--- src/rtl/rv32_pkg.sv ---
// rv32_pkg: shared arbiter states, RV32 load/store size codes and the fetch NOP.
package rv32_pkg;
  typedef enum logic [1:0] {IDLE, FETCH, DATA} state_t;
  localparam logic [2:0] F3_B = 3'b000, F3_H = 3'b001, F3_W = 3'b010, F3_BU = 3'b100, F3_HU = 3'b101;
  localparam logic [31:0] NOP = 32'h0000_0013;
  function automatic logic lane_ok(input logic [2:0] f3, input logic [1:0] lo);
    return f3 == F3_B || f3 == F3_BU || ((f3 == F3_H || f3 == F3_HU) && !lo[0]) || (f3 == F3_W && lo == 2'b00);
  endfunction
endpackage

--- src/rtl/mem_lane_align.sv ---
// mem_lane_align: byte-lane enables, store shifting and load extraction/extension.
module mem_lane_align
  import rv32_pkg::*;
(
  input  logic [2:0]  funct3,
  input  logic [1:0]  addr_lo,
  input  logic [31:0] wdata,
  input  logic [31:0] rdata,
  output logic [3:0]  be,
  output logic [31:0] wdata_sh,
  output logic [31:0] rdata_ext
);
  logic [15:0] sh;
  logic half, sgn;
  always_comb begin
    sh = 16'(rdata >> {addr_lo, 3'b000});
    half = funct3 == F3_H || funct3 == F3_HU;
    sgn = funct3 == F3_B || funct3 == F3_H;
    be = funct3 == F3_W ? 4'b1111 : half ? 4'b0011 << addr_lo : 4'b0001 << addr_lo;
    wdata_sh = wdata << {addr_lo, 3'b000};
    rdata_ext = funct3 == F3_W ? rdata : half ? {{16{sgn & sh[15]}}, sh} : {{24{sgn & sh[7]}}, sh[7:0]};
  end
endmodule

--- src/rtl/mem_port_arbiter.sv ---
// mem_port_arbiter: shares one registered memory port between instruction fetch and data access.
module mem_port_arbiter
  import rv32_pkg::*;
#(
  parameter int TIMEOUT_CYC = 16,
  parameter int STARVE_LIM  = 4
) (
  input  logic        clk,
  input  logic        rst,
  input  logic        if_req,
  input  logic [31:0] if_addr,
  input  logic        if_flush,
  output logic        if_valid,
  output logic [31:0] if_rdata,
  input  logic        d_req,
  input  logic        d_we,
  input  logic [31:0] d_addr,
  input  logic [31:0] d_wdata,
  input  logic [2:0]  d_funct3,
  output logic        d_valid,
  output logic [31:0] d_rdata,
  output logic        d_err,
  output logic        mem_req,
  output logic        mem_we,
  output logic [31:0] mem_addr,
  output logic [31:0] mem_wdata,
  output logic [3:0]  mem_be,
  input  logic        mem_ack,
  input  logic [31:0] mem_rdata
);
  localparam int TW = $clog2(TIMEOUT_CYC + 1);
  localparam int SW = $clog2(STARVE_LIM + 1);
  state_t state, state_n;
  logic [SW-1:0] starve_cnt;
  logic [TW-1:0] tmo_cnt;
  logic discard, idle_free, d_bad, d_ok, f_ok, grant_d, grant_f, done;
  logic [2:0] op_f3;
  logic [1:0] op_lo;
  logic [3:0] be;
  logic [31:0] wdata_sh, rdata_ext;
  logic unused_if_lo;
  assign unused_if_lo = ^if_addr[1:0];
  // No grant in a valid-pulse cycle: the requester is still holding the request it just got answered.
  assign idle_free = state == IDLE && !d_valid && !if_valid;
  assign d_bad = !lane_ok(d_funct3, d_addr[1:0]);
  assign d_ok = idle_free && d_req && !d_bad;
  assign f_ok = idle_free && if_req && !if_flush;
  assign grant_f = f_ok && (!d_ok || starve_cnt == SW'(STARVE_LIM));
  assign grant_d = d_ok && !grant_f;
  assign done = state != IDLE && (mem_ack || tmo_cnt == TW'(TIMEOUT_CYC - 1));
  mem_lane_align u_align (
    .funct3   (state == IDLE ? d_funct3 : op_f3),
    .addr_lo  (state == IDLE ? d_addr[1:0] : op_lo),
    .wdata    (d_wdata),
    .rdata    (mem_rdata),
    .be       (be),
    .wdata_sh (wdata_sh),
    .rdata_ext(rdata_ext)
  );
  always_comb begin
    state_n = state;
    if (grant_d) state_n = DATA;
    else if (grant_f) state_n = FETCH;
    else if (done) state_n = IDLE;
  end
  always_ff @(posedge clk or negedge rst)
    if (!rst) state <= IDLE;
    else state <= state_n;
  always_ff @(posedge clk or negedge rst) begin
    if (!rst) begin
      starve_cnt <= '0;
      tmo_cnt <= '0;
      discard <= 1'b0;
      op_f3 <= '0;
      op_lo <= '0;
      mem_req <= 1'b0;
      mem_we <= 1'b0;
      mem_addr <= '0;
      mem_wdata <= '0;
      mem_be <= '0;
      if_valid <= 1'b0;
      if_rdata <= '0;
      d_valid <= 1'b0;
      d_rdata <= '0;
      d_err <= 1'b0;
    end else begin
      if_valid <= 1'b0;
      d_valid <= 1'b0;
      d_err <= 1'b0;
      if (grant_d || grant_f) begin
        mem_req <= 1'b1;
        mem_we <= grant_d && d_we;
        mem_addr <= {grant_d ? d_addr[31:2] : if_addr[31:2], 2'b00};
        mem_wdata <= grant_d ? wdata_sh : '0;
        mem_be <= grant_d ? be : 4'b1111;
        tmo_cnt <= '0;
        discard <= 1'b0;
      end else if (state != IDLE) tmo_cnt <= tmo_cnt + TW'(1);
      if (grant_d) begin
        op_f3 <= d_funct3;
        op_lo <= d_addr[1:0];
      end
      if (grant_f) starve_cnt <= '0;
      else if (grant_d && if_req && starve_cnt != SW'(STARVE_LIM)) starve_cnt <= starve_cnt + SW'(1);
      if (idle_free && d_req && d_bad) begin
        d_valid <= 1'b1;
        d_err <= 1'b1;
      end
      if (state == FETCH && if_flush) discard <= 1'b1;
      if (done) begin
        mem_req <= 1'b0;
        mem_we <= 1'b0;
        mem_addr <= '0;
        mem_wdata <= '0;
        mem_be <= '0;
        discard <= 1'b0;
        if (state == DATA) begin
          d_valid <= 1'b1;
          d_err <= !mem_ack;
          d_rdata <= mem_ack ? rdata_ext : '0;
        end else if (!(discard || if_flush)) begin
          if_valid <= 1'b1;
          if_rdata <= mem_ack ? mem_rdata : NOP;
        end
      end
    end
  end
endmodule

--- config.mk ---
export PLATFORM = sky130hd
export DESIGN_NAME = mem_port_arbiter
export DESIGN_NICKNAME = d
export VERILOG_FILES = /design/src/rtl/rv32_pkg.sv /design/src/rtl/mem_lane_align.sv /design/src/rtl/mem_port_arbiter.sv
export SDC_FILE = /design/constraint.sdc
export NUM_CORES = 1
export LEC_CHECK = 0
export ABC_CLOCK_PERIOD_IN_PS = 3600
export CAP_MARGIN = 20
export CORE_AREA = 2 2 152 154
export CTS_BUF_LIST = sky130_fd_sc_hd__clkbuf_4 sky130_fd_sc_hd__clkbuf_8
export DETAILED_ROUTE_END_ITERATION = 8
export DIE_AREA = 0 0 154 156
export GPL_TIMING_DRIVEN = 1
export HOLD_SLACK_MARGIN = 0.15
export PLACE_DENSITY = 0.67
export REMOVE_ABC_BUFFERS = 1
export SETUP_SLACK_MARGIN = 0.15
export SYNTH_ARGS = -nofsm -noshare
export SYNTH_HDL_FRONTEND = slang
export SYNTH_HIERARCHICAL = 1
export SYNTH_SLANG_ARGS = --single-unit
--- constraint.sdc ---
create_clock -name clk -period 3.6 [get_ports clk]
set_clock_uncertainty 0.15 [all_clocks]
set_input_delay 0.36 -clock clk [delete_from_list [all_inputs] [get_ports clk]]
set_output_delay 0.36 -clock clk [all_outputs]
set_load 0.005 [all_outputs]
# Word level (Yosys, flattened, before mapping)
# Cells that the tools add are included.
dict set report op_classes {
  shift 4
  addsub 2
  bitwise_logic 4
  reduce_logical 46
  eq_ne 12
  muxes 39
}
# operator n
set op_table {}
lappend op_table {{$mux W32} 9}
lappend op_table {{$shl A32 B5 Y32} 1}
lappend op_table {{$shr A32 B5 Y16} 1}
lappend op_table {{$mux W30} 1}
lappend op_table {{$mux W4} 5}
lappend op_table {{$logic_and A1 B1 Y1} 16}
lappend op_table {{$mux W1} 15}
lappend op_table {{$eq A3 B3 Y1 const B} 4}
lappend op_table {{$logic_or A1 B1 Y1} 10}
lappend op_table {{$mux W5} 2}
lappend op_table {{$mux W3} 3}
lappend op_table {{$logic_not A1 Y1} 8}
lappend op_table {{$mux W2} 4}
lappend op_table {{$reduce_bool A2 Y1} 4}
lappend op_table {{$eq A3 B1 Y1 const B} 2}
lappend op_table {{$eq A3 B2 Y1 const B} 2}
lappend op_table {{$logic_not A3 Y1} 2}
lappend op_table {{$reduce_bool A3 Y1} 2}
lappend op_table {{$add A5 B1 Y5 const B} 1}
lappend op_table {{$eq A5 B4 Y1 const B} 1}
lappend op_table {{$logic_not A2 Y1} 2}
lappend op_table {{$shl A1 B2 Y4 const A} 1}
lappend op_table {{$shl A2 B2 Y4 const A} 1}
lappend op_table {{$add A3 B1 Y3 const B} 1}
lappend op_table {{7 further kinds} 9}
dict set report totals {
  output_inout_bits 137
  reg_bits 153
  in_bits 138
}

# Logic depth before layout (Yosys ltp)
# Gate-level depths: netlist (run 1).
dict set report depth {
  word_depth 15
  ltp_mapped 13
}

# Hierarchy
# Netlist (run 1), hierarchy kept.
# mod area_per_inst_um2 cells_each instances
set modules_own_cells {}
lappend modules_own_cells {mem_port_arbiter 6334.8 573 1}
lappend modules_own_cells {mem_lane_align 1390.1 218 1}

# Worst setup path before layout (run 1)
# OpenSTA, ideal clock, no wires.
dict set report synth_timing {
  path_kind {register to register}
  from {reg state[0]}
  to {reg mem_be[2]}
  setup_ps 121
  arrival_time_ps 2417
  period_less_slack_ps 2688
  stages_incl_launch_ff 13
  n_path_buf 6
  required_time_ps 3329
  slack_ps 912
  cell_sequence {dfrtp_1 -> buf_2 -> or2_2 -> clkbuf_1 -> nand2_1 -> nand2_1 -> buf_6 -> buf_2 -> buf_2 -> buf_2 -> a311o_1 -> nand3b_1 -> a22o_1}
}
# item line
set synth_lines {}
lappend synth_lines {{from (decl)} mem_port_arbiter.sv:33} ;# state_t state, state_n;
lappend synth_lines {{from (signal assigned)} mem_port_arbiter.sv:68} ;# else state <= state_n;
lappend synth_lines {{$logic_not A2 Y1 *} {mem_port_arbiter.sv:52, mem_port_arbiter.sv:53}}
lappend synth_lines {{$mux W3} mem_port_arbiter.sv:52} ;# .funct3 (state == IDLE ? d_funct3 : op_f3),
lappend synth_lines {{$eq A3 B1 Y1 / $eq A3 B3 Y1 (equally long branches)} mem_lane_align.sv:17} ;# half = funct3 == F3_H || funct3 == F3_HU;
lappend synth_lines {{$logic_or A1 B1 Y1} mem_lane_align.sv:17}
lappend synth_lines {{$mux W4} mem_lane_align.sv:19} ;# be = funct3 == F3_W ? 4'b1111 : half ? 4'b0011 << addr_lo : 4'b0001 << addr_lo;
lappend synth_lines {{$mux W4 *} mem_lane_align.sv:19}
lappend synth_lines {{via be[2]} mem_port_arbiter.sv:39} ;# logic [3:0] be;
lappend synth_lines {{$mux W4 *} mem_port_arbiter.sv:95} ;# mem_be <= grant_d ? be : 4'b1111;
lappend synth_lines {{$mux W4 *} mem_port_arbiter.sv:90} ;# if (grant_d || grant_f) begin
lappend synth_lines {{$mux W4 *} mem_port_arbiter.sv:110} ;# if (done) begin
lappend synth_lines {{to (signal assigned)} mem_port_arbiter.sv:95}
lappend synth_lines {{to (decl)} mem_port_arbiter.sv:27} ;# output logic [3:0] mem_be,
# Mark *: on every way through the listed nets, which the timed path passes. The rest lies on a longest branch. The select of a mux whose other input is x is not followed.
# A chain may end at the register's enable or synchronous reset.

# Worst setup path in the final report (run 1)
dict set report layout_timing {
  from {reg state[0]}
  to {reg d_rdata[5]}
}
dict set report layout_via {
  elab_chain_cells 6
}
# item line
set layout_rtl {}
lappend layout_rtl {{$logic_not A2 Y1 *} {mem_port_arbiter.sv:52, mem_port_arbiter.sv:53}}
lappend layout_rtl {{$mux W2} mem_port_arbiter.sv:53} ;# .addr_lo (state == IDLE ? d_addr[1:0] : op_lo),
lappend layout_rtl {{$shr A32 B5 Y16} mem_lane_align.sv:16} ;# sh = 16'(rdata >> {addr_lo, 3'b000});
lappend layout_rtl {{$mux W32} mem_lane_align.sv:21} ;# rdata_ext = funct3 == F3_W ? rdata : half ? {{16{sgn & sh[15]}}, sh} : {{24{sgn & sh[7]}}, sh[7:0]};
lappend layout_rtl {{$mux W32 *} mem_lane_align.sv:21}
lappend layout_rtl {{via rdata_ext[5]} mem_port_arbiter.sv:40} ;# logic [31:0] wdata_sh, rdata_ext;
lappend layout_rtl {{$mux W32 *} mem_port_arbiter.sv:120} ;# d_rdata <= mem_ack ? rdata_ext : '0;
lappend layout_rtl {{to (signal assigned)} mem_port_arbiter.sv:120}
lappend layout_rtl {{to (decl)} mem_port_arbiter.sv:21} ;# output logic [31:0] d_rdata,
# Mark *: on every way through the listed nets, which the timed path passes. The rest lies on a longest branch.

==> results of run 1 <==
metal layers:
metal / wire length (um) / up-vias
met5: 0 / -
met1: 11500 / 3421
met4: 397 / 0
met3: 1460 / 24
met2: 11700 / 210
li1: - / 3307
synth_stat cells, drive strengths merged (2+ instances only):
cell type  count  area [um2]
o211ai        39         307
nand3b         5        37.5
a21o          18         135
o22ai          7        43.8
a211oi         9        67.6
a22o          69         604
nor2b         12        75.1
mux2i         36         360
ha             4        50.1
nand3         64         320
inv           37         139
buf           38         244
xor2           2        17.5
mux2           5        75.1
or2            2        12.5
nand2        109         409
o21ai         50         250
nor4           2        33.8
a21oi         12        60.1
and2          18         115
nand4b         2        17.5
clkbuf        31         116
a221oi         7        61.3
dfrtp        151        3780
nor2          35         134
nand2b         8        50.1
nand4          4        40.0
power by group through the flow:
| stage | registers (uW) | clock network (uW) | logic [uW] |
|---|---|---|---|
| after CTS | 2840 | 1310 | 5120 |
| after floorplan | 2870 | 0 | 2560 |
| final | 2840 | 1270 | 5070 |
| after global routing | 2930 | 1390 | 5540 |
| after detailed placement | 2850 | 0 | 5100 |
| after global placement | 2840 | 0 | 5040 |
what timing repair did:
action	in CTS	in global routing
endpoints found under the hold margin	90	0
setup buffers	0	0
resized for setup	0	0
hold buffers	1	0
state kept, by name, indices dropped and copies added, names as in the netlist, 2 cells and up:
| register | cells |
|---|---|
| d_rdata | 32 |
| starve_cnt | 3 |
| mem_wdata | 32 |
| op_f3 | 3 |
| state | 2 |
| tmo_cnt | 5 |
| mem_be | 4 |
| op_lo | 2 |
| mem_addr | 30 |
| if_rdata | 32 |
through the flow:
stage          utilization, %  setup WS [ns]  instances
2_1_floorplan               -         -0.428        723
3_3_place_gp             47.6          0.554       1303
3_5_place_dp             47.6          0.494       1303
4_1_cts                  49.4          0.487       1336
5_1_grt                  49.4          0.270       1336
6_report                 49.4          0.525       1337
logic make-up after synthesis:
group / after synthesis
compound gates: 217
xor+xnor: 3
fa+ha+maj: 4
buf+inv: 106
flops: 151
mux: 42
other cells: 1
simple gates: 267
worst max path at each step:
stage,to,slack [ns],cells past startpoint
CTS,d_rdata[5],0.49,7
finish,d_rdata[5],0.52,7
global placement,d_rdata[3],0.55,7
detailed placement,d_rdata[5],0.49,7
global route,d_rdata[1],0.27,7
floorplan,d_rdata[16],-0.43,8
cell type report:
class	instances	area [um2]
Antenna cell	1	2.50
Clock buffer	22	278
Clock inverter	10	97.6
Fill cell	2093	11300
Inverter	37	139
Multi-Input combinational cell	535	3460
Sequential cell	151	3780
Tap cell	285	357
Timing Repair Buffer	296	2930
worst min-delay path, cell delays in order:
cell and delay [ns]:
sky130_fd_sc_hd__clkdlybuf4s50_1 0.40, sky130_fd_sc_hd__inv_1 0.05, sky130_fd_sc_hd__o211ai_1 0.08
==> tab_implementation.tex, run 1 <==
\begin{tabular}{lr}
\hline
Metric & Value \\
\hline
\multicolumn{2}{l}{\textbf{Power}} \\
Switching Share & 38.8\% \\
IR drop worst, VDD & 0.346 mV \\
Sw power & 3560 uW \\
Final total power & 9170 uW \\
Cell leakage power & roughly 0.0049 uW \\
Portion of total power attributed to sequential cells & 30.9\% \\
Share of total power in the clock network & 13.8\% \\
Total internal power & 5610 uW \\
Power density relative to cell area & 830 nW/um2 \\
Gate power share & a little under three fifths \\
\multicolumn{2}{l}{\textbf{Finish}} \\
Number of nets in the layout & 1180 \\
Fraction of layout cells with a size suffix above 1 & between 7 and 8\% \\
Area grow syn2layout & 42.9\% \\
Non-Filler Cell Area, Final & 11000 um2 \\
Leading cell type in the layout, fill and taps excluded & sky130\_fd\_sc\_hd\_\_clkdlybuf4s50\_1 \\
Most frequent cells in the layout & sky130\_fd\_sc\_hd\_\_clkdlybuf4s50\_1, sky130\_fd\_sc\_hd\_\_dfrtp\_1, sky130\_fd\_sc\_hd\_\_nand2\_1 \\
\multicolumn{2}{l}{\textbf{STA}} \\
Number of endpoints failing setup at the final stage & 0 \\
Final-layout setup total negative slack & 0 ns \\
Setup repair after global routing missed its margin & no \\
Max frequency & approximately 0.33 GHz \\
Slew @ Worst Pin & 0.896 ns \\
Final slew viol count & 0 \\
Number of failing hold endpoints at the final stage & 0 \\
Worst hold slack across all endpoints & about 0.33 ns \\
Relative slew slack & 40.3\% \\
Crit share post-route & roughly 85\% \\
Final critical path time including I/O delays and setup & around 3.1 ns \\
\multicolumn{2}{l}{\textbf{Clock network}} \\
CTS Root Buffer Type & sky130\_fd\_sc\_hd\_\_clkbuf\_8 \\
TritonCTS clock tree & built \\
Buffers from clock root to sink, at most & 2 \\
Num CTS Buffers & 17 \\
Sinks on Clock Net & between 150 and 200 \\
Level count of the clock H-tree & 4 \\
Clock-pin slew on the worst setup and hold paths & 0.09 ns \\
Worst-skew pair later-pin latency & 0.45 ns \\
\multicolumn{2}{l}{\textbf{Hold path}} \\
Hold Startpoint & if\_addr[10] \\
Type of the tightest min-delay check & in -> reg \\
Worst Hold End & mem\_addr[10] \\
Number of instances on the worst hold path & 3 \\
\multicolumn{2}{l}{\textbf{Global route}} \\
Met2 Track Usage GR & 32.0\% \\
Highest-utilization routing layer at the global route stage & met2 \\
Met3 Resource Use GR & 4.50\% \\
Global-route wire length before repair & 38.8 mm \\
Maximum number of pins on one net before global-route repair & 93 \\
Initial antenna violation count & 1 \\
Overflow left after global routing & 0 \\
Via count of the first global-routing pass & $\sim$6700 \\
Tot GR Track Use & 20.5\% \\
Global routing met1 resource utilization & 28.7\% \\
\multicolumn{2}{l}{\textbf{Critical path}} \\
Worst Reg-to-Reg Cells & 7 \\
Worst R2R Setup Slack & about 0.52 ns \\
Worst reg2reg path startpoint & state[0] \\
Endpoint kind of the worst setup timing path & flip-flop \\
Worst endpoint data arrival time & 3.27 ns \\
Critical path cell sequence & or2\_2, nand2\_1, nand2\_2, inv\_1, nor2\_1, a221oi\_1, a22o\_1 \\
Terminus of the critical flop-to-flop path & d\_rdata[5] \\
Crit path launch & state[0] \\
Buffers and inverters on the worst path & 1 \\
CP max stage cell & sky130\_fd\_sc\_hd\_\_nor2\_1 \\
Category of cells accounting for the largest share of critical-path delay & simple AND/OR/NAND/NOR gates \\
Endpoint required time on the critical path & 3.79 ns \\
Category of the worst setup path launch point & flip-flop \\
Category of the most critical setup path & reg -> reg \\
Biggest fanout along the worst timing path & 18 \\
Max incr delay on CP & a little under 0.7 ns \\
\multicolumn{2}{l}{\textbf{Placed design}} \\
Buffers added on ports & 270 \\
Area after DPL & 10700 um2 \\
Routability congestion estimate & 0.772 \\
DPL Wire Length & 17.1 mm \\
\multicolumn{2}{l}{\textbf{Synth}} \\
YS warnings & 6 \\
Compound-Gate Fraction of Synth Area & 20.6\% \\
Ys async rst share & 100\% \\
Area share of and/or/nand/nor cells after synthesis & 17.1\% \\
Combinational family with the most area after synthesis & compound AO/OA/AOI/OAI gates \\
Mux contribution to synthesized area & 5.93\% \\
Fraction of the mapped netlist area in adder cells & 0.648\% \\
Number of flops mapped to enable cells by yosys & 0 \\
Xor/xnor share of the synthesized area & less than 1\% \\
Cell area after technology mapping & just under 8000 um2 \\
Top flip-flop cell by instance count after synthesis & sky130\_fd\_sc\_hd\_\_dfrtp\_1 \\
Share of the yosys chip area belonging to registers & 48.9\% \\
Library cells used by synthesis & 52 \\
Mapped Avg Cell Area & 9.77 um2 \\
\#FFs+latches synth & 151 \\
Synthesized netlist cell count & 791 \\
\multicolumn{2}{l}{\textbf{Flow run}} \\
Number of maximum-capacitance constraint violations & 0 \\
\multicolumn{2}{l}{\textbf{Die}} \\
Number of primary I/O pins & 275 \\
Total die area & 24000 um2 \\
Starting density of the core & 34.5\% \\
Number of standard-cell rows in the floorplan & between 50 and 60 \\
Floorplan core area & between 20000 and 25000 um2 \\
Die H & 156 um \\
Die outline width & 154 um \\
\multicolumn{2}{l}{\textbf{Route}} \\
Vias after detailed routing & 6962 \\
Remaining antenna violation count & 0 \\
Wire per inst & 18.7 um \\
Vias per cell & 5.21 \\
Violation count after the first detailed-route iteration & 396 \\
Count of TritonRoute iterations in the first routing pass & 5 \\
DRC violations left & 0 \\
Total routed wirelength & 25.0 mm \\
\multicolumn{2}{l}{\textbf{Run status}} \\
Outcome & complete, no violations \\
\hline
\end{tabular}
Power figures use the tool's default switching activity.
==> inputs of run 2 (changes only) <==
--- a/config.mk
+++ b/config.mk
@@ -8,7 +8,6 @@
 export ABC_CLOCK_PERIOD_IN_PS = 3600
 export CAP_MARGIN = 20
 export CORE_AREA = 2 2 152 154
-export CTS_BUF_LIST = sky130_fd_sc_hd__clkbuf_4 sky130_fd_sc_hd__clkbuf_8
 export DETAILED_ROUTE_END_ITERATION = 8
 export DIE_AREA = 0 0 154 156
 export GPL_TIMING_DRIVEN = 1
==> run 2 against run 1 <==
Via count down 0.56%; wire length up 1.0%; hold slack better by 0.011 ns; final area up 1.6%; critical path type unchanged.
==> tab_implementation.tex, run 2 (synthesized netlist as in run 1, its figures left out) <==
\begin{tabular}{lr}
\hline
Metric & Value \\
\hline
\multicolumn{2}{l}{\textbf{STA}} \\
Final setup slack of the worst path & 0.547 ns (was 0.525 ns) \\
Final-layout setup total negative slack & 0 ns (unchanged) \\
Number of endpoints failing setup at the final stage & 0 (unchanged) \\
Crit share post-route & 84.8\% (was 85.4\%) \\
Max frequency & 0.328 GHz (was 0.325 GHz) \\
Final critical path time including I/O delays and setup & 3.05 ns (was 3.08 ns) \\
Worst hold slack across all endpoints & 0.337 ns (was 0.326 ns) \\
Relative slew slack & 40.5\% (was 40.3\%) \\
Number of failing hold endpoints at the final stage & 0 (unchanged) \\
Final slew viol count & 0 (unchanged) \\
Slew @ Worst Pin & 0.892 ns (was 0.896 ns) \\
Setup repair after global routing missed its margin & no (unchanged) \\
\multicolumn{2}{l}{\textbf{Route}} \\
Vias per cell & 5.18 (was 5.21) \\
Violation count after the first detailed-route iteration & 336 (was 396) \\
Count of TritonRoute iterations in the first routing pass & 5 (unchanged) \\
Total routed wirelength & 25.2 mm (was 25.0 mm) \\
DRC violations left & 0 (unchanged) \\
Wire per inst & 18.9 um (was 18.7 um) \\
Remaining antenna violation count & 0 (unchanged) \\
Vias after detailed routing & 6923 (was 6962) \\
\multicolumn{2}{l}{\textbf{Placed design}} \\
Area after DPL & 10700 um2 (unchanged) \\
Buffers added on ports & 270 (unchanged) \\
Worst setup slack after placement & 0.494 ns (unchanged) \\
DPL Wire Length & 17.1 mm (unchanged) \\
Routability congestion estimate & 0.772 (unchanged) \\
\multicolumn{2}{l}{\textbf{Critical path}} \\
Endpoint required time on the critical path & 3.76 ns (was 3.79 ns) \\
Max incr delay on CP & 0.67 ns (was 0.69 ns) \\
CP max stage cell & sky130\_fd\_sc\_hd\_\_nor2\_1 (unchanged) \\
Category of cells accounting for the largest share of critical-path delay & simple AND/OR/NAND/NOR gates (unchanged) \\
Worst endpoint data arrival time & 3.21 ns (was 3.27 ns) \\
Biggest fanout along the worst timing path & 18 (unchanged) \\
Buffers and inverters on the worst path & 1 (unchanged) \\
Category of the worst setup path launch point & flip-flop (unchanged) \\
Critical path cell sequence & or2\_2, nand2\_1, nand2\_2, inv\_1, nor2\_1, a221oi\_1, a22o\_1 (unchanged) \\
Category of the most critical setup path & reg -> reg (unchanged) \\
Endpoint kind of the worst setup timing path & flip-flop (unchanged) \\
\multicolumn{2}{l}{\textbf{Power}} \\
Share of total power in the clock network & 17.7\% (was 13.8\%) \\
Switching Share & 37.7\% (was 38.8\%) \\
Sw power & 3630 uW (was 3560 uW) \\
Cell leakage power & 0.00499 uW (was 0.00492 uW) \\
IR drop worst, VDD & 0.450 mV (was 0.346 mV) \\
Power density relative to cell area & 858 nW/um2 (was 830 nW/um2) \\
Portion of total power attributed to sequential cells & 29.6\% (was 30.9\%) \\
Total internal power & 5990 uW (was 5610 uW) \\
Gate power share & 52.8\% (was 55.3\%) \\
Final total power & 9620 uW (was 9170 uW) \\
\multicolumn{2}{l}{\textbf{Clock network}} \\
Sinks on Clock Net & 151 (unchanged) \\
TritonCTS clock tree & built (unchanged) \\
Count of buffers added by post-CTS timing repair for setup & 0 (unchanged) \\
Cts repair resizes & 0 (unchanged) \\
Buffers from clock root to sink, at most & 2 (unchanged) \\
Quantity of hold-fixing buffers added after cts & 1 (unchanged) \\
Worst-skew pair later-pin latency & 0.41 ns (was 0.45 ns) \\
Level count of the clock H-tree & 4 (unchanged) \\
CTS Root Buffer Type & sky130\_fd\_sc\_hd\_\_clkbuf\_16 (was sky130\_fd\_sc\_hd\_\_clkbuf\_8) \\
Clock-pin slew on the worst setup and hold paths & 0.06 ns (was 0.09 ns) \\
Num CTS Buffers & 17 (unchanged) \\
\multicolumn{2}{l}{\textbf{Finish}} \\
Largest registers & d\_rdata x32, if\_rdata x32, mem\_wdata x32 (unchanged) \\
Number of nets in the layout & 1180 (unchanged) \\
Non-Filler Cell Area, Final & 11200 um2 (was 11000 um2) \\
Sequential cell area in the final layout & 3780 um2 (unchanged) \\
Number of filler instances in the final layout & 2066 (was 2093) \\
Area of the multi-input gates & 3460 um2 (unchanged) \\
Fraction of layout cells with a size suffix above 1 & 7.23\% (was 7.61\%) \\
Most frequent cells in the layout & sky130\_fd\_sc\_hd\_\_clkdlybuf4s50\_1, sky130\_fd\_sc\_hd\_\_dfrtp\_1, sky130\_fd\_sc\_hd\_\_nand2\_1 (unchanged) \\
Area grow syn2layout & 45.2\% (was 42.9\%) \\
Leading cell type in the layout, fill and taps excluded & sky130\_fd\_sc\_hd\_\_clkdlybuf4s50\_1 (unchanged) \\
\multicolumn{2}{l}{\textbf{Run status}} \\
Outcome & complete, no violations (unchanged) \\
\multicolumn{2}{l}{\textbf{Global route}} \\
Initial antenna violation count & 1 (unchanged) \\
Via count of the first global-routing pass & 6691 (was 6656) \\
Overflow left after global routing & 0 (unchanged) \\
Maximum number of pins on one net before global-route repair & 93 (unchanged) \\
Global-route wire length before repair & 38.9 mm (was 38.8 mm) \\
Tot GR Track Use & 20.6\% (was 20.5\%) \\
\multicolumn{2}{l}{\textbf{Die}} \\
Die H & 156 um (unchanged) \\
Die outline width & 154 um (unchanged) \\
Total die area & 24000 um2 (unchanged) \\
Starting density of the core & 34.5\% (unchanged) \\
Floorplan core area & 22400 um2 (unchanged) \\
Number of standard-cell rows in the floorplan & 55 (unchanged) \\
Number of primary I/O pins & 275 (unchanged) \\
\multicolumn{2}{l}{\textbf{Flow run}} \\
Number of maximum-capacitance constraint violations & 0 (unchanged) \\
\multicolumn{2}{l}{\textbf{Hold path}} \\
Type of the tightest min-delay check & reg -> reg (was in -> reg) \\
\hline
\end{tabular}
[run 2: routing by layer]
metal	GRT usage (%)	up-vias	wire, um
met5	0	-	0
met4	5.74	0	392
met3	4.50	24	1420
met2	32.3	204	11800
met1	28.7	3393	11600
li1	-	3302	-
[run 2: cell type report]
class | instances | area share [%]
clock buffers | 22 | 4.05
repair buffers | 296 | 26.1
inverters | 37 | 1.24
flip-flops and latches | 151 | 33.7
diodes | 1 | 0.0223
well taps | 285 | 3.18
clock inverters | 10 | 0.870
multi-input cells | 535 | 30.9
[run 2: power groups by stage]
stage          registers, uW  clock network [uW]  logic, uW
2_1_floorplan           2870                   0       2560
6_report                2840                1700       5070
5_1_grt                 2930                1820       5540
3_3_place_gp            2840                   0       5040
3_5_place_dp            2850                   0       5100
4_1_cts                 2840                1740       5120
[run 2: worst reg2reg max path: cells and delay by family, from the launching register on]
kind            cells  cell delay [ns]
compound gates      2             0.45
simple gates        4             1.42
flops               1             0.57
buf+inv             1             0.37
[run 2: final timing paths]
check,startpoint,end,slack [ns],cells past startpoint
min in group asynchronous,rst,mem_wdata[26],0.44,2
max in group asynchronous,rst,mem_addr[20],1.98,3
worst max-delay path,state[0],d_rdata[5],0.55,7
worst max register to register,state[0],d_rdata[5],0.55,7
worst min register to register,if_rdata[17],if_rdata[17],0.34,2
worst min-delay path,if_rdata[17],if_rdata[17],0.34,2
[run 2: per-stage QoR]
step | util, % | instances
after floorplan | - | 723
after CTS | 50.1 | 1336
after detailed placement | 47.6 | 1303
final | 50.2 | 1337
after global placement | 47.6 | 1303
after global routing | 50.1 | 1336
